===== src/rtl/mipi_rx_frame_assembler.sv =====
// Purpose: hunt for a sync beat on one virtual channel, then pack DLEN payload bytes from BEAT_BYTES-wide MIPI beats.
// Latency: data_available rises 1 cycle after the beat that completes the payload; abort pulses frame_err 1 cycle later.
// Backpressure: a completed payload is held until data_ready; sync beats arriving while held are counted in drop_cnt.
module mipi_rx_frame_assembler #(
  parameter int         DLEN       = 6,
  parameter int         BEAT_BYTES = 6,
  parameter logic [1:0] VC_ID      = 2'd0,
  parameter logic [7:0] SYNC_BYTE  = 8'h7E,
  parameter int         TIMEOUT    = 1024
) (
  input  logic              rx_pixel_clk,
  input  logic              rst,
  input  logic              rx_valid,
  input  logic [63:0]       rx_data,
  input  logic [1:0]        rx_vc,
  input  logic [17:0]       rx_error,
  output logic [DLEN*8-1:0] data,
  output logic              data_available,
  input  logic              data_ready,
  output logic              busy,
  output logic              frame_err,
  output logic [15:0]       drop_cnt
);

  localparam int DW = DLEN * 8;
  localparam int CW = $clog2(DLEN + 1);
  localparam int IW = (TIMEOUT > 0) ? $clog2(TIMEOUT + 1) : 1;

  // Illegal geometry is rejected at elaboration rather than producing odd hardware.
  if (BEAT_BYTES < 1 || BEAT_BYTES > 8 || DLEN < 1) begin : g_bad_params
    $error("mipi_rx_frame_assembler: BEAT_BYTES must be 1..8 and DLEN at least 1");
  end

  typedef enum logic [1:0] {HUNT, COLLECT, HOLD} state_t;

  state_t          state_q, state_d;
  logic [DW-1:0]   data_q, data_d;
  logic            avail_q, avail_d;
  logic            busy_q, busy_d;
  logic            frame_err_q, frame_err_d;
  logic [15:0]     drop_q, drop_d;
  logic [CW-1:0]   cnt_q, cnt_d;
  logic [IW-1:0]   idle_q, idle_d;

  logic            beat_acc;
  logic            beat_err;
  logic            is_sync;
  int              rem;
  int              take;
  logic [DW-1:0]   data_app;

  // Bytes above BEAT_BYTES are never looked at; fold them away so they are visibly intentional.
  logic unused_rx;
  assign unused_rx = ^rx_data;

  // Decode the current beat: ownership, sync pattern, and the payload it would append.
  always_comb begin
    beat_acc = rx_valid && (rx_vc == VC_ID);
    beat_err = rx_valid && (rx_error != 18'd0);
    is_sync  = 1'b1;
    for (int i = 0; i < BEAT_BYTES; i++) begin
      if (rx_data[8*i +: 8] != SYNC_BYTE) is_sync = 1'b0;
    end
    rem  = DLEN - int'(cnt_q);
    take = (rem < BEAT_BYTES) ? rem : BEAT_BYTES;
    // Highest kept byte goes in first so the earliest byte ends up most significant.
    data_app = data_q;
    for (int i = BEAT_BYTES - 1; i >= 0; i--) begin
      if (i < take) data_app = (data_app << 8) | DW'(rx_data[8*i +: 8]);
    end
  end

  // Next-state and next-output computation for HUNT / COLLECT / HOLD.
  always_comb begin
    state_d     = state_q;
    data_d      = data_q;
    avail_d     = avail_q;
    frame_err_d = 1'b0;
    drop_d      = drop_q;
    cnt_d       = cnt_q;
    idle_d      = idle_q;
    case (state_q)
      HUNT: begin
        if (beat_acc && is_sync) begin
          data_d  = '0;
          cnt_d   = '0;
          idle_d  = '0;
          state_d = COLLECT;
        end
      end
      COLLECT: begin
        if (beat_err) begin
          // An error beat wins even if it would have completed the payload.
          state_d     = HUNT;
          frame_err_d = 1'b1;
        end else if (beat_acc) begin
          data_d = data_app;
          cnt_d  = cnt_q + CW'(take);
          idle_d = '0;
          if ((int'(cnt_q) + take) == DLEN) begin
            state_d = HOLD;
            avail_d = 1'b1;
          end
        end else if (TIMEOUT != 0) begin
          if ((int'(idle_q) + 1) == TIMEOUT) begin
            state_d     = HUNT;
            frame_err_d = 1'b1;
          end else begin
            idle_d = idle_q + IW'(1);
          end
        end
      end
      HOLD: begin
        if (beat_acc && is_sync && (drop_q != 16'hFFFF)) drop_d = drop_q + 16'd1;
        if (data_ready) begin
          avail_d = 1'b0;
          state_d = HUNT;
        end
      end
      default: state_d = HUNT;
    endcase
    busy_d = (state_d != HUNT);
  end

  // State and all outputs register here; reset discards any partial payload silently.
  always_ff @(posedge rx_pixel_clk) begin
    if (rst) begin
      state_q     <= HUNT;
      data_q      <= '0;
      avail_q     <= 1'b0;
      busy_q      <= 1'b0;
      frame_err_q <= 1'b0;
      drop_q      <= '0;
      cnt_q       <= '0;
      idle_q      <= '0;
    end else begin
      state_q     <= state_d;
      data_q      <= data_d;
      avail_q     <= avail_d;
      busy_q      <= busy_d;
      frame_err_q <= frame_err_d;
      drop_q      <= drop_d;
      cnt_q       <= cnt_d;
      idle_q      <= idle_d;
    end
  end

  assign data           = data_q;
  assign data_available = avail_q;
  assign busy           = busy_q;
  assign frame_err      = frame_err_q;
  assign drop_cnt       = drop_q;

endmodule


===== config.mk =====
export PLATFORM = sky130hd
export DESIGN_NAME = mipi_rx_frame_assembler
export DESIGN_NICKNAME = d
export VERILOG_FILES = /design/src/rtl/mipi_rx_frame_assembler.sv
export SDC_FILE = /design/constraint.sdc
export NUM_CORES = 1
export LEC_CHECK = 0
export BUFFER_PORTS_ARGS = -buffer_cell sky130_fd_sc_hd__clkbuf_2
export CORE_ASPECT_RATIO = 1.4
export CORE_UTILIZATION = 51
export DETAILED_ROUTE_END_ITERATION = 8
export GPL_ROUTABILITY_DRIVEN = 1
export PLACE_DENSITY_LB_ADDON = 0.25
export SLEW_MARGIN = 20
export SYNTH_ARGS = -nofsm -noshare
export SYNTH_HDL_FRONTEND = slang
export SYNTH_SLANG_ARGS = --single-unit

===== constraint.sdc =====
create_clock -name rx_pixel_clk -period 4.07 [get_ports rx_pixel_clk]
set_clock_uncertainty 0.15 [all_clocks]
set_input_delay 0.407 -clock rx_pixel_clk [delete_from_list [all_inputs] [get_ports rx_pixel_clk]]
set_output_delay 0.407 -clock rx_pixel_clk [all_outputs]
set_load 0.01 [all_outputs]

# ---- Word level (Yosys, flattened, before mapping)
# Cells that the tools add are included.
# Widths: inputs -> output; s select.
dict set report word_totals {
  register_bits 83
  latchBits 0
  mem_bits_rw 0
  rom_bits 0
  input_bits 88
  out_inout_bits 67
  elab_cells 104
  memories 0
}
dict set report classes {
  n_addsub 6
  multipliers 0
  div 0
  order_cmp 7
  n_eq_ne 18
  n_shift 0
  n_mux 41
  bitwise_logic 7
  n_reduce_logical 16
}
# cell count
set op_table {}
lappend op_table {{$mux 48} 9}
lappend op_table {{$or 48x8->48} 6}
lappend op_table {{$pmux 48 s2} 1}
lappend op_table {{$lt 3x32->1 const A} 2}
lappend op_table {{$lt 4x32->1 const A} 2}
lappend op_table {{$ne 8x7->1 const B} 6}
lappend op_table {{$mux 11} 4}
lappend op_table {{$add 4x32->32} 1}
lappend op_table {{$eq 32x4->1 const B} 1}
lappend op_table {{$lt 1x32->1 const A} 1}
lappend op_table {{$lt 2x32->1 const A} 1}
lappend op_table {{$mux 32} 1}
lappend op_table {{$pmux 11 s2} 1}
lappend op_table {{$reduce_bool 18->1} 1}
lappend op_table {{$add 16x1->16 const B} 1}
lappend op_table {{$ne 16x16->1 const B} 1}
lappend op_table {{$mux 1} 13}
lappend op_table {{$add 11x1->12 const B} 1}
lappend op_table {{$eq 12x11->1 const B} 1}
lappend op_table {{$mux 2} 6}
lappend op_table {{$add 11x1->11 const B} 1}
lappend op_table {{$ne 2x2->1 const B} 5}
lappend op_table {{$reduce_and 5->1} 2}
lappend op_table {{$mux 3} 3}
lappend op_table {{17 further kinds} 24}

# ---- Logic depth before layout (Yosys ltp)
dict set report depth {
  ltp_word 18
  ltp_mapped 14
  depth_no_buf 9
}

# ---- Least setup slack after synthesis
# Ideal clock, no wire load.
dict set report synth_path {
  path_type {register to register}
  startpoint {reg cnt_q[2]}
  endpoint {reg data_q[24], in the netlist data[24]}
  arrival_ns 3.270
  setup_slack_ns 0.522
  stages_incl_launch_ff 15
  path_buffers 5
  cell_sequence {dfxtp_1 -> buf_2 -> buf_1 -> inv_1 -> clkbuf_1 -> ha_1 -> clkbuf_1 -> nor2_1 -> clkbuf_1 -> mux2_2 -> o21ai_0 -> o2bb2ai_1 -> nand2_1 -> o211ai_1 -> o211ai_1}
}
dict set report synth_via {
  elab_chain_cells 16
  word_cells_on_any_way 23
  classes_between {1 x add/sub; 7 x order compare; 10 x mux; 5 x bitwise}
}
# element line
set synth_rtl {}
lappend synth_rtl {{from (decl)} 42} ;# logic [CW-1:0] cnt_q, cnt_d;
lappend synth_rtl {{from (signal assigned)} 143} ;# cnt_q <= cnt_d;
lappend synth_rtl {{$sub 3x3->4 (*)} 64} ;# rem = DLEN - int'(cnt_q);
lappend synth_rtl {{$lt 4x4->1} 65} ;# take = (rem < BEAT_BYTES) ? rem : BEAT_BYTES;
lappend synth_rtl {{$mux 32 (*)} 65}
lappend synth_rtl {{$lt 4x32->1} 69} ;# if (i < take) data_app = (data_app << 8) | DW'(rx_data[8*i +: 8]);
lappend synth_rtl {{$mux 48} 69}
lappend synth_rtl {{$or 48x8->48 or $mux 48 (tied branches)} 69}
lappend synth_rtl {{$mux 48 or $or 48x8->48 (tied branches)} 69}
lappend synth_rtl {{$or 48x8->48 or $mux 48 (tied branches)} 69}
lappend synth_rtl {{$mux 48 or $or 48x8->48 (tied branches)} 69}
lappend synth_rtl {{$or 48x8->48 or $mux 48 (tied branches)} 69}
lappend synth_rtl {{$mux 48 or $or 48x8->48 (tied branches) (2 in a row)} 69}
lappend synth_rtl {{$mux 48 (*)} 69}
lappend synth_rtl {{$mux 48 (*)} 96} ;# end else if (beat_acc) begin
lappend synth_rtl {{$mux 48 (*)} 92} ;# if (beat_err) begin
lappend synth_rtl {{$pmux 48 s2 (*)} 82} ;# case (state_q)
lappend synth_rtl {{to (signal assigned)} 138} ;# data_q <= data_d;
lappend synth_rtl {{to (decl)} 37} ;# logic [DW-1:0] data_q, data_d;
# Every way passes the cells marked *; elsewhere a longest branch is shown, timed or not. The select of a mux whose other input is x is not followed.
# A chain may end at the register's enable or synchronous reset.

# ---- Worst setup path in the final report
dict set report layout_path {
  startpoint {reg cnt_q[0]}
  endpoint {reg data_q[41], in the netlist data[41]}
}
dict set report layout_via {
  elab_chain_cells 18
  word_cells_on_any_way 25
  classes_between {1 x add/sub; 7 x order compare; 1 x eq/ne; 10 x mux; 5 x bitwise; 1 x reduce/logical}
}
# element line
set layout_rtl {}
lappend layout_rtl {{$sub 3x3->4 (*)} 64}
lappend layout_rtl {{$lt 4x4->1} 65}
lappend layout_rtl {{$mux 32 (*)} 65}
lappend layout_rtl {{$lt 4x32->1} 69}
lappend layout_rtl {{$mux 48} 69}
lappend layout_rtl {{$or 48x8->48} 69}
lappend layout_rtl {{$mux 48} 69}
lappend layout_rtl {{$or 48x8->48} 69}
lappend layout_rtl {{[... 2 more ...]} --}
lappend layout_rtl {{$mux 48} 69}
lappend layout_rtl {{$or 48x8->48} 69}
lappend layout_rtl {{$mux 48} 69}
lappend layout_rtl {{$or 48x8->48} 69}
lappend layout_rtl {{$mux 48} 69}
lappend layout_rtl {{$mux 48} 96}
lappend layout_rtl {{$mux 48} 92}
lappend layout_rtl {{$pmux 48 s2} 82}
# Marks and branches as above.

==> impl_metrics.csv <==
group,metric,value,unit
status,status,"completed",
layout,design_area,7580,µm²
layout,drive_gt1_share,21.6,%
global_routing,grt_pass1_vias,7353,
yosys,synth_edf_count,0,
die,start_util,52.5,%
detailed_routing,drt-wirelength-per-cell,21.6,µm
clock_tree,cts_tree,"done",
yosys,yosys_register_bits,82,
critical_path,slowest_stage,"o21ai_0",
clock_tree,cts.path.max_buffers,2,
layout,nNetsFinal,1087,
layout,area_growth,16.7,%
critical_path,cp.arrival,3.64,ns
critical_path,crit_path_max_incr_delay,0.74,ns
yosys,syn_inst,881,
worst_hold_path,hp-class,"in -> reg",
critical_path,cp_common_cell,"nand2_1",
yosys,synth_warnings,0,
detailed_routing,routed_wl,24700,µm
timing,setup_violations,0,
worst_hold_path,min_from,"data_ready",
clock_tree,cts_root_buf,"clkbuf_16",
critical_path,critical_path.top_delay_family,"compound AO/OA/AOI/OAI gates",
yosys,synthTopCellsByArea,"dfxtp_1, o21ai_0, nand2_1",
placement,portBuffers,138,
critical_path,startpoint,"cnt_q[0]$_SDFFE_PP0P_",
detailed_routing,drtIter0Drc,814,
timing,fmax,282,MHz
yosys,syn_area,6490,µm²
critical_path,critPathBufInv,1,
pwr,peakVddDrop,0.000192,V
yosys,syn_nets,981,
pwr,power.density,231,nW/µm²
critical_path,cp-end-kind,"flop",
layout,fin_cells,1143,
timing,slew_headroom,29.8,%
detailed_routing,num_vias,7811,
critical_path,worstPathRequired,4.16,ns
layout,final_common_cell,"clkbuf_2",
timing,period_share,87.2,%
timing,period_needed,3.55,ns
placement,placedCellCount,1126,
yosys,synth_cell_types,78,
critical_path,r2r-start,"cnt_q[0]$_SDFFE_PP0P_",
clock_tree,clock_latency,0.35,ns
die,rows,48,
clock_tree,hold_buffers,0,
die,num_io_pins,155,
yosys,synth-seq-area-share,25.3,%
global_routing,grt_usage,36.7,%
global_routing,antenna_found_initial,1,
global_routing,grt_pass1_wl,38200,µm
timing,hold_viol_final,0,
yosys,avgSynthCellArea,7.37,µm²
placement,dpl_cell_area,7300,µm²
global_routing,gr-total-overflow,0,
yosys,synth_top_area_share,25.3,%
timing,setup_tns,0,ns
timing,slew_viol_final,0,
job,drv_cap,0,
die,die_w,97.4,µm
die,core_area,12400,µm²
detailed_routing,drtAntennaViolNets,0,
yosys,synthArstFlopShare,0,%
die,dieHeight,136,µm
layout,final_cell_mix,"clkbuf_2, nand2_1, nor2_1",
yosys,synth_top_area_cell,"dfxtp_1",
die,dieArea,13200,µm²
clock_tree,clock-sinks,82,
global_routing,met3_usage,5.26,%
global_routing,grt_use_met1,42.0,%
detailed_routing,firstDrtPassIters,6,
global_routing,grtUsageMet2,63.0,%
global_routing,grt-busiest-layer,"met2",
critical_path,path_class,"reg -> reg",
critical_path,critPathMaxFanout,19,
pwr,total_leakage_power,0.00312,µW
detailed_routing,vias_per_cell,6.83,
placement,place_congestion,1.01,
critical_path,start_kind,"flop",
detailed_routing,drc,0,
timing,rsz0062_at_grt,"no",
clock_tree,h-tree-depth,3,
clock_tree,post_cts_resized,0,
placement,hpwl,18000,µm
global_routing,grt_start_max_net_pins,40,
yosys,synth-main-ff-cell,"dfxtp_1",
clock_tree,post_cts_buffers,0,
clock_tree,cts_made_buffers,9,
clock_tree,clk_pin_slew_worst_paths,0.07,ns
critical_path,crit_chain,"inv_1 -> ha_1 -> or3_1 -> nand2_1 -> o21ai_0 -> nand2_1 -> and3_1 -> o31ai_1 -> a21oi_2",
timing,worst_pin_slew,1.05,ns
## power by group
group	switching (µW)	internal [µW]	total, µW
logic	94.2	61.6	156
clock network	373	418	791
registers	0.000000000000435	802	802
## worst paths after layout
| check | endpoint | slack, ns | depth (start not counted) |
|---|---|---|---|
| min reg2reg | idle_q[10]$_SDFFE_PP0P_ | 0.32 | 2 |
| max reg2reg | data[41]$_SDFFE_PP0P_ | 0.52 | 9 |
| min | data_available$_SDFFE_PP0P_ | 0.12 | 2 |
| max | data[41]$_SDFFE_PP0P_ | 0.52 | 9 |
## per-layer routing
layer	wire length, µm	up-vias
li1	-	3555
met1	9000	3609
met2	12000	499
met3	1980	148
met4	1710	0
met5	0	-
## flip-flops by register name, summed over array words and instances, names as in the netlist
| register | count |
|---|---|
| idle_q | 11 |
| busy | 1 |
| cnt_q | 2 |
| frame_err | 1 |
| drop_cnt | 16 |
| state_q | 2 |
| data_available | 1 |
| data | 48 |
## cell families (layout without fill, tap and decap cells)
logic type / count (synthesis) / after routing / synth area share [%]
AOI/OAI and AO/OA: 326 / 326 / 34.3
and+or+nand+nor: 324 / 324 / 25.0
buffers and inverters: 86 / 197 / 5.49
DFF: 82 / 82 / 25.3
muxes: 33 / 33 / 5.12
xor gates and xnor gates: 18 / 18 / 2.43
adders and majority gates: 12 / 12 / 2.31
other: 0 / 1 / 0
## cells in the mapped netlist (12+ instances only)
| library cell | count |
|---|---|
| a211oi_1 | 17 |
| a21oi_1 | 47 |
| a31oi_1 | 12 |
| clkbuf_1 | 55 |
| dfxtp_1 | 82 |
| ha_1 | 12 |
| inv_1 | 15 |
| mux2i_1 | 31 |
| nand2_1 | 94 |
| nand3_1 | 29 |
| nand4_1 | 14 |
| nor2_1 | 83 |
| nor3_1 | 29 |
| o211ai_1 | 14 |
| o21ai_0 | 76 |
| o22a_1 | 19 |
| o22ai_1 | 28 |
| o2bb2ai_1 | 12 |
| xor2_1 | 14 |
## per-stage QoR
step	total power, µW	hold slack (ns)	worst slack (ns)	utilization, %
2_1_floorplan	897	0.299	0.522	-
3_3_place_gp	972	0.315	0.653	59.0
3_5_place_dp	972	0.322	0.626	59.0
4_1_cts	1750	0.119	0.613	61.2
5_1_grt	1800	0.135	0.248	61.2
6_report	1750	0.118	0.520	61.3
## area by class of cell
cell class	instances	area (µm²)
flip-flops and latches	82	1640
fillers	1222	4790
well taps	150	188
inverters	16	60.1
repair buffers	165	893
clock inverters	7	53.8
clock buffers	9	225
multi-input cells	713	4510
diodes	1	2.50
(Power assumes the default switching activity.)
